<file path="src/rtl/ring_arbiter_pkg.sv">
// Shared definitions for the round-robin ring arbiter: state encoding,
// default sizing and a constant-evaluable clog2.
package ring_arbiter_pkg;

    typedef enum logic {
        IDLE  = 1'b0,
        GRANT = 1'b1
    } state_t;

    localparam int DEF_N        = 4;
    localparam int DEF_MAX_HOLD = 16;

    function automatic int clog2(input int value);
        int result;
        int rem;
        result = 0;
        rem    = value - 1;
        while (rem > 0) begin
            result = result + 1;
            rem    = rem >> 1;
        end
        return result;
    endfunction

endpackage

</file>
<file path="src/rtl/ring_arbiter_pick.sv">
// Combinational round-robin winner selection: first set request at or above
// the one-hot pointer, wrapping modulo N, via a double-width masked scan.
module rr_pick
    import ring_arbiter_pkg::*;
#(
    parameter int N = DEF_N
) (
    input  logic [N-1:0]          req,
    input  logic [N-1:0]          ptr,
    output logic [N-1:0]          winner,
    output logic [clog2(N)-1:0]   index,
    output logic                  found
);

    localparam int IW = clog2(N);
    localparam int W2 = 2 * N;
    localparam logic [N-1:0]  ONE_N  = N'(1);
    localparam logic [W2-1:0] ONE_W2 = W2'(1);

    logic          ptr_ok;
    logic [N-1:0]  ptr_eff;
    logic [W2-1:0] req2;
    logic [W2-1:0] mask2;
    logic [W2-1:0] masked;
    int            sel;
    int            idx;

    always_comb begin
        // A corrupted (non one-hot) pointer falls back to starting at bit 0.
        ptr_ok  = (ptr != '0) && ((ptr & (ptr - ONE_N)) == '0);
        ptr_eff = ptr_ok ? ptr : ONE_N;
        req2    = {req, req};
        // Lower copy is masked below the pointer; upper copy supplies the wrap.
        mask2   = ~({{N{1'b0}}, ptr_eff} - ONE_W2);
        masked  = req2 & mask2;
        found   = 1'b0;
        sel     = 0;
        for (int j = W2 - 1; j >= 0; j--) begin
            if (masked[j]) begin
                found = 1'b1;
                sel   = j;
            end
        end
        idx    = (sel >= N) ? (sel - N) : sel;
        index  = idx[IW-1:0];
        winner = found ? (ONE_N << idx) : '0;
    end

endmodule

</file>
<file path="src/rtl/ring_arbiter.sv">
// Round-robin arbiter with a rotating one-hot priority pointer; grants are
// registered and held until done, request withdrawal, or the hold limit.
module ring_arbiter
    import ring_arbiter_pkg::*;
#(
    parameter int N        = DEF_N,
    parameter int MAX_HOLD = DEF_MAX_HOLD
) (
    input  logic                clk,
    input  logic                reset,
    input  logic [N-1:0]        req,
    input  logic                done,
    output logic [N-1:0]        grant,
    output logic [clog2(N)-1:0] grant_id,
    output logic                busy,
    output logic                timeout
);

    localparam int IW = clog2(N);
    localparam int HW = clog2(MAX_HOLD);
    localparam logic [HW-1:0] HOLD_LIM = HW'(MAX_HOLD - 1);
    localparam logic [HW-1:0] HOLD_ONE = HW'(1);
    localparam logic [N-1:0]  PTR_INIT = N'(1);

    state_t        state_q;
    state_t        state_d;
    logic [HW-1:0] hold_q;
    logic [HW-1:0] hold_d;
    logic [N-1:0]  ptr_q;
    logic [N-1:0]  ptr_d;
    logic [N-1:0]  grant_d;
    logic [IW-1:0] id_d;
    logic          busy_d;
    logic          timeout_d;

    logic [N-1:0]  pick_onehot;
    logic [IW-1:0] pick_idx;
    logic          pick_found;
    logic          release_req;
    logic          limit_hit;

    rr_pick #(
        .N(N)
    ) u_pick (
        .req    (req),
        .ptr    (ptr_q),
        .winner (pick_onehot),
        .index  (pick_idx),
        .found  (pick_found)
    );

    always_comb begin
        state_d     = state_q;
        hold_d      = hold_q;
        ptr_d       = ptr_q;
        grant_d     = grant;
        id_d        = grant_id;
        busy_d      = busy;
        timeout_d   = 1'b0;
        limit_hit   = (hold_q == HOLD_LIM);
        release_req = done || !req[grant_id];

        case (state_q)
            IDLE: begin
                if (pick_found) begin
                    state_d = GRANT;
                    grant_d = pick_onehot;
                    id_d    = pick_idx;
                    busy_d  = 1'b1;
                    hold_d  = '0;
                end else begin
                    grant_d = '0;
                    id_d    = '0;
                    busy_d  = 1'b0;
                end
            end
            GRANT: begin
                if (release_req || limit_hit) begin
                    state_d   = IDLE;
                    grant_d   = '0;
                    id_d      = '0;
                    busy_d    = 1'b0;
                    hold_d    = '0;
                    // Next search starts just after the releasing grantee.
                    ptr_d     = {grant[N-2:0], grant[N-1]};
                    timeout_d = limit_hit && !release_req;
                end else if (hold_q != HOLD_LIM) begin
                    hold_d = hold_q + HOLD_ONE;
                end
            end
            default: begin
                state_d = IDLE;
            end
        endcase
    end

    always_ff @(posedge clk) begin
        if (reset) begin
            state_q  <= IDLE;
            hold_q   <= '0;
            ptr_q    <= PTR_INIT;
            grant    <= '0;
            grant_id <= '0;
            busy     <= 1'b0;
            timeout  <= 1'b0;
        end else begin
            state_q  <= state_d;
            hold_q   <= hold_d;
            ptr_q    <= ptr_d;
            grant    <= grant_d;
            grant_id <= id_d;
            busy     <= busy_d;
            timeout  <= timeout_d;
        end
    end

endmodule

</file>
<file path="config.mk">
export PLATFORM = sky130hd
export DESIGN_NAME = ring_arbiter
export DESIGN_NICKNAME = d
export VERILOG_FILES = /design/src/rtl/ring_arbiter_pkg.sv /design/src/rtl/ring_arbiter_pick.sv /design/src/rtl/ring_arbiter.sv
export SDC_FILE = /design/constraint.sdc
export NUM_CORES = 1
export LEC_CHECK = 0
export ABC_AREA = 1
export CORE_ASPECT_RATIO = 0.6
export CORE_MARGIN = 2
export CORE_UTILIZATION = 28
export DETAILED_ROUTE_END_ITERATION = 7
export DONT_BUFFER_PORTS = 1
export PLACE_DENSITY = 0.44
export SETUP_SLACK_MARGIN = 0.3
export SLEW_MARGIN = 25
export SYNTH_ARGS = -nofsm -noshare
export SYNTH_HDL_FRONTEND = slang
export SYNTH_SLANG_ARGS = --single-unit
</file>
<file path="constraint.sdc">
create_clock -name clk -period 3.7 [get_ports clk]
set_clock_uncertainty 0.2 [all_clocks]
set_input_delay 0.185 -clock clk [delete_from_list [all_inputs] [get_ports clk]]
set_output_delay 0.185 -clock clk [all_outputs]
set_load 0.02 [all_outputs]
</file>
# Word level (Yosys, flattened, before mapping)
# Cells that the tools add are included.
# Widths: inputs -> output; s select.
# word_totals
regBits	17
in_bits	7
out_inout_bits	8
# classes
add_sub_neg	4
magnitude_cmp	2
eq_ne	5
n_shift	1
muxes	35
bitwise_logic	5
n_reduce_logical	11
# op_table
cell	count
$mux 32	1
$shl 1x32->4 const A	1
$mux 3	8
$mux 4	6
$pmux 4 s2	2
$mux 1	12
$and 8x8->8	1
$not 8->8	1
$sub 4x1->5 const B	1
$add 4x1->4 const B	1
$and 4x4->4	1
$eq 4x4->1 const B	1
$logic_not 4->1	1
$mux 2	2
$ne 4x4->1 const B	1
$pmux 1 s2	2
$pmux 2 s2	1
$reduce_and 2->1	2
$reduce_bool 4->1	1
$sub 3x3->4 const B	1
$sub 4x1->4 const B	1
$ge 3x3->1 const B	1
$lt 2x3->1 const B	1
$ne 3x1->1 const B	1
8 further kinds	12

# Logic depth before layout (Yosys ltp)
# depth
ltp_word	21
mapped_depth	16
ltp_nobuf	16

# By module
# A second synthesis with hierarchy kept.
# hier_totals
hier_cells	177
area_unflattened_um2	1084.8
# modules_own_cells
module	n_inst	cells_each	area_each_um2	seq_area_each_um2
ring_arbiter	1	121	817.0	340.3
rr_pick	1	56	267.8	0.0

# Worst setup path before layout
# OpenSTA, ideal clock, no wires.
# synth_path
path_type	register to register
start	register ptr_q[1]
end	register grant[1]
setup_time_ns	0.068
arrival_ns	1.572
required_ns	3.432
path_slack_ns	1.859
path_stages_with_launch	16
n_path_buf	0
period_less_slack_ns	1.841
path_cell_list	dfxtp_1 -> inv_2 -> nand2_2 -> nand2_1 -> nand3_2 -> inv_1 -> ha_1 -> inv_1 -> nand4_1 -> nand3_1 -> nand2_1 -> nand2_1 -> nand2_2 -> nor2_2 -> nand2_1 -> a21oi_2
# synth_between
elab_chain_len	21
elab_cells_between_ends	31
classes_between	add/sub (3); order compare (1); shift (1); mux (20); bitwise (3); reduce/logical (3)
# synth_lines
item	line_no	source
start: declaration	ring_arbiter.sv:29	logic [N-1:0] ptr_q;
start signal: assignment	ring_arbiter.sv:109	ptr_q <= ptr_d;
$sub 4x1->4	ring_arbiter_pick.sv:30	ptr_ok = (ptr != '0) && ((ptr & (ptr - ONE_N)) == '0);
$and 4x4->4	ring_arbiter_pick.sv:30	
$logic_not 4->1	ring_arbiter_pick.sv:30	
$logic_and 1x1->1	ring_arbiter_pick.sv:30	
$mux 4 (*)	ring_arbiter_pick.sv:31	ptr_eff = ptr_ok ? ptr : ONE_N;
$sub 4x1->5 (*)	ring_arbiter_pick.sv:34	mask2 = ~({{N{1'b0}}, ptr_eff} - ONE_W2);
$not 8->8 (*)	ring_arbiter_pick.sv:34	
$and 8x8->8 (*)	ring_arbiter_pick.sv:35	masked = req2 & mask2;
$mux 3 (8 in series)	ring_arbiter_pick.sv:39	if (masked[j]) begin
$sub 3x3->4 or $ge 3x3->1 (tied branches)	ring_arbiter_pick.sv:44	idx = (sel >= N) ? (sel - N) : sel;
$mux 32	ring_arbiter_pick.sv:44	
$shl 1x32->4	ring_arbiter_pick.sv:46	winner = found ? (ONE_N << idx) : '0;
$mux 4 (*)	ring_arbiter.sv:65	if (pick_found) begin
$pmux 4 s2 (*)	ring_arbiter.sv:63	case (state_q)
end signal: assignment	ring_arbiter.sv:110	grant <= grant_d;
end: declaration	ring_arbiter.sv:13	output logic [N-1:0] grant,
# Mark *: on every way between the ends. The rest lies on a longest branch, timed or not.
# A chain may end at the register's enable or synchronous reset.

# Worst setup path after layout
# layout_path
start	register ptr_q[1]
end	register grant[2]
# The elaborated chain is that of the path after synthesis.

==> qor.csv <==
metric,value,unit
synth_top_area_cell,dfxtp_1,
synthTopCellsByCount,"28 x nand2_1, 17 x dfxtp_1, 14 x nand3_1, 13 x inv_1, 11 x nor2_1",
rows,16,
port_buffers,0,
critPathCaptureType,flip-flop,
startpoint_type,flip-flop,
worst_ep_arrival_time,2.05,ns
cts_buffer_depth,2,
syn-cell-area,937,sq um
core_area,3220,sq um
hold_class,primary input to flip-flop,
cts_sinks,17,
worst_hold_startpoint,req[0],
timing.rr.end,grant[2]$_SDFFE_PP0P_,
vias,838,
synthCells,133,
hold_end,grant_id[1]$_SDFFE_PP0P_,
p_leak,0.417,nW
fp.dieH,48.8,um
initial_utilization,29.1,%
clk_pin_slew,0.06,ns
dpl.hpwl,1690,um
report.final.slew_viol_count,0,
grt_use_total,12.1,%
period_share,55.8,%
cts_buffers,3,
outcome,"complete, no violations",
fmax,484,MHz
power_density,427,nW/um^2
slew_headroom,70.4,%
finalSetupViolations,0,
final_nets,147,
dieWidth,78.7,um
die_area,3840,sq um
netlist.area_leader.share,36.3,%
postRouteAntennaNets,0,
root_buffer,clkbuf_8,
vias_per_cell,4.60,
synth-seq-cells,17,
critPathKind,flip-flop to flip-flop,
finalHoldViolCount,0,
tritoncts,built,
grt_pass1_wl,3660,um
setup_slack,1.63,ns
drt-pass1-iter-count,4,
drtIter0Drc,28,
avgSynthCellArea,7.05,sq um
drt_wl_total,2110,um
yosysWarnings,0,
area_growth_syn_to_layout,12.1,%
slowest_delay,0.41,ns
yosysSeqAreaShare,36.3,%
ff2ff_setup_slack,1.63,ns
peakVddDrop,0.138,mV
gp_congestion,0.808,
async_flop_share,0,%
power,449,uW
synthFlopType,dfxtp_1,
post_drt_wl_per_cell,11.6,um
reg2reg_depth,15,
maxCapViolCount,0,
drc,0,
final.setup.tns,0,ns
timing.rr.start,ptr_q[1]$_SDFFE_PP0P_,
synth.distinct_cells,21,
synth_area_leaders,"dfxtp_1 36%, nand2_1 11%, nand3_1 7.5%",
worstPathRequired,3.68,ns
yosysMostFrequentCell,nand2_1,
grt_max_degree,11,
overflow,0,
hold_path_depth,3,
clock_latency,0.25,ns
antenna_found_initial,0,
drive_above_1_share,19.7,%
path_cells,inv_2 -> nand2_2 -> nand2_2 -> nand2_2 -> nand3_2 -> inv_1 -> ha_1 -> inv_1 -> nand4_1 -> nand3_1 -> nand3_1 -> nand3_1 -> nor2_1 -> nand2_1 -> a21oi_2,
worstMarginPinSlew,0.443,ns
cp_max_fo,4,
dp_slack,1.63,ns
insertedDiodeCount,0,
synth_nets,142,
cp_slowest_cell,dfxtp_1,
synth_edf_count,0,
ios,15,
grt_pass1_vias,776,
htreeDepth,1,
rsz0062_at_grt,no,
min_period,2.07,ns
-- cell families (layout without fill, tap and decap cells) --
kind of cell    Yosys count  after routing  share of synthesized area (%)
flops                    17             17                           36.3
buf+inv                  19             23                           7.61
simple gates             73             73                           39.5
compound gates           22             22                           13.9
fa+ha+maj                 2              2                           2.67
-- final cells by class --
type	count	area [sq um]
Multi-Input combinational cell	97	526
Sequential cell	17	340
Clock buffer	4	45.0
Timing Repair Buffer	2	20.0
Inverter	17	63.8
Fill cell	348	2170
Tap cell	45	56.3
-- worst max-delay path, delay by kind of cell (launching register included) --
family	cells	cell delay, ns
flip-flops	1	0.41
buffers and inverters	3	0.18
adder cells (fa/ha/maj)	1	0.19
AO/OA/AOI/OAI	1	0.11
AND/OR/NAND/NOR	10	0.90
-- flip-flops by register name, indices dropped and copies added, names as in the netlist --
signal    count
grant         4
hold_q        4
ptr_q         4
grant_id      2
busy          1
state_q       1
timeout       1
-- metrics by stage --
stage	cell area (sq um)	util, %	instances	hold slack [ns]
finish	1050	32.6	182	0.0313
global route	1050	32.6	182	0.0677
CTS	1050	32.6	182	0.0390
detailed placement	986	30.6	176	0.0500
global placement	986	30.6	176	0.0505
floorplan	937	-	133	0.171
-- layout by cell type, fill, tap and decap left out, drive strengths merged --
| master | n |
|---|---|
| dfxtp | 17 |
| a21oi | 13 |
| nand2 | 38 |
| ha | 2 |
| nor2 | 14 |
| clkbuf | 4 |
| o211ai | 2 |
| dlygate4sd3 | 2 |
| nand3 | 16 |
| nor4 | 1 |
| nand4 | 4 |
| inv | 17 |
| o21ai | 7 |
-- layer usage --
metal | track usage [%] | vias up | share of wire (%)
met5 | 0 | - | 0
met4 | 2.63 | 0 | 0.62
met3 | 4.63 | 2 | 5.2
met2 | 16.2 | 15 | 38
met1 | 18.2 | 375 | 57
li1 | - | 446 | -
-- repair_timing --
action                                 4_1_cts  5_1_grt
setup buffers                                0        0
setup endpoints to repair                    0        0
hold buffers                                 2        0
endpoints found under the hold margin       10        0
resized for setup                            0        0
-- worst max path at each step --
stage / start / to / depth (start not counted)
floorplan: ptr_q[1]$_SDFFE_PP0P_ / grant[1]$_SDFFE_PP0P_ / 15
global placement: ptr_q[1]$_SDFFE_PP0P_ / grant[3]$_SDFFE_PP0P_ / 15
detailed placement: ptr_q[0]$_SDFFE_PP1P_ / grant[3]$_SDFFE_PP0P_ / 15
CTS: ptr_q[0]$_SDFFE_PP1P_ / grant[3]$_SDFFE_PP0P_ / 15
global route: ptr_q[0]$_SDFFE_PP1P_ / grant[3]$_SDFFE_PP0P_ / 15
finish: ptr_q[1]$_SDFFE_PP0P_ / grant[2]$_SDFFE_PP0P_ / 15
-- power by group --
part	switching, mW	internal [mW]
Clock	0.0595	0.0763
Combinational	0.0622	0.0321
Sequential	0.0226	0.196
Total	0.144	0.305
Note: power is estimated with default switching activity, not from simulation.
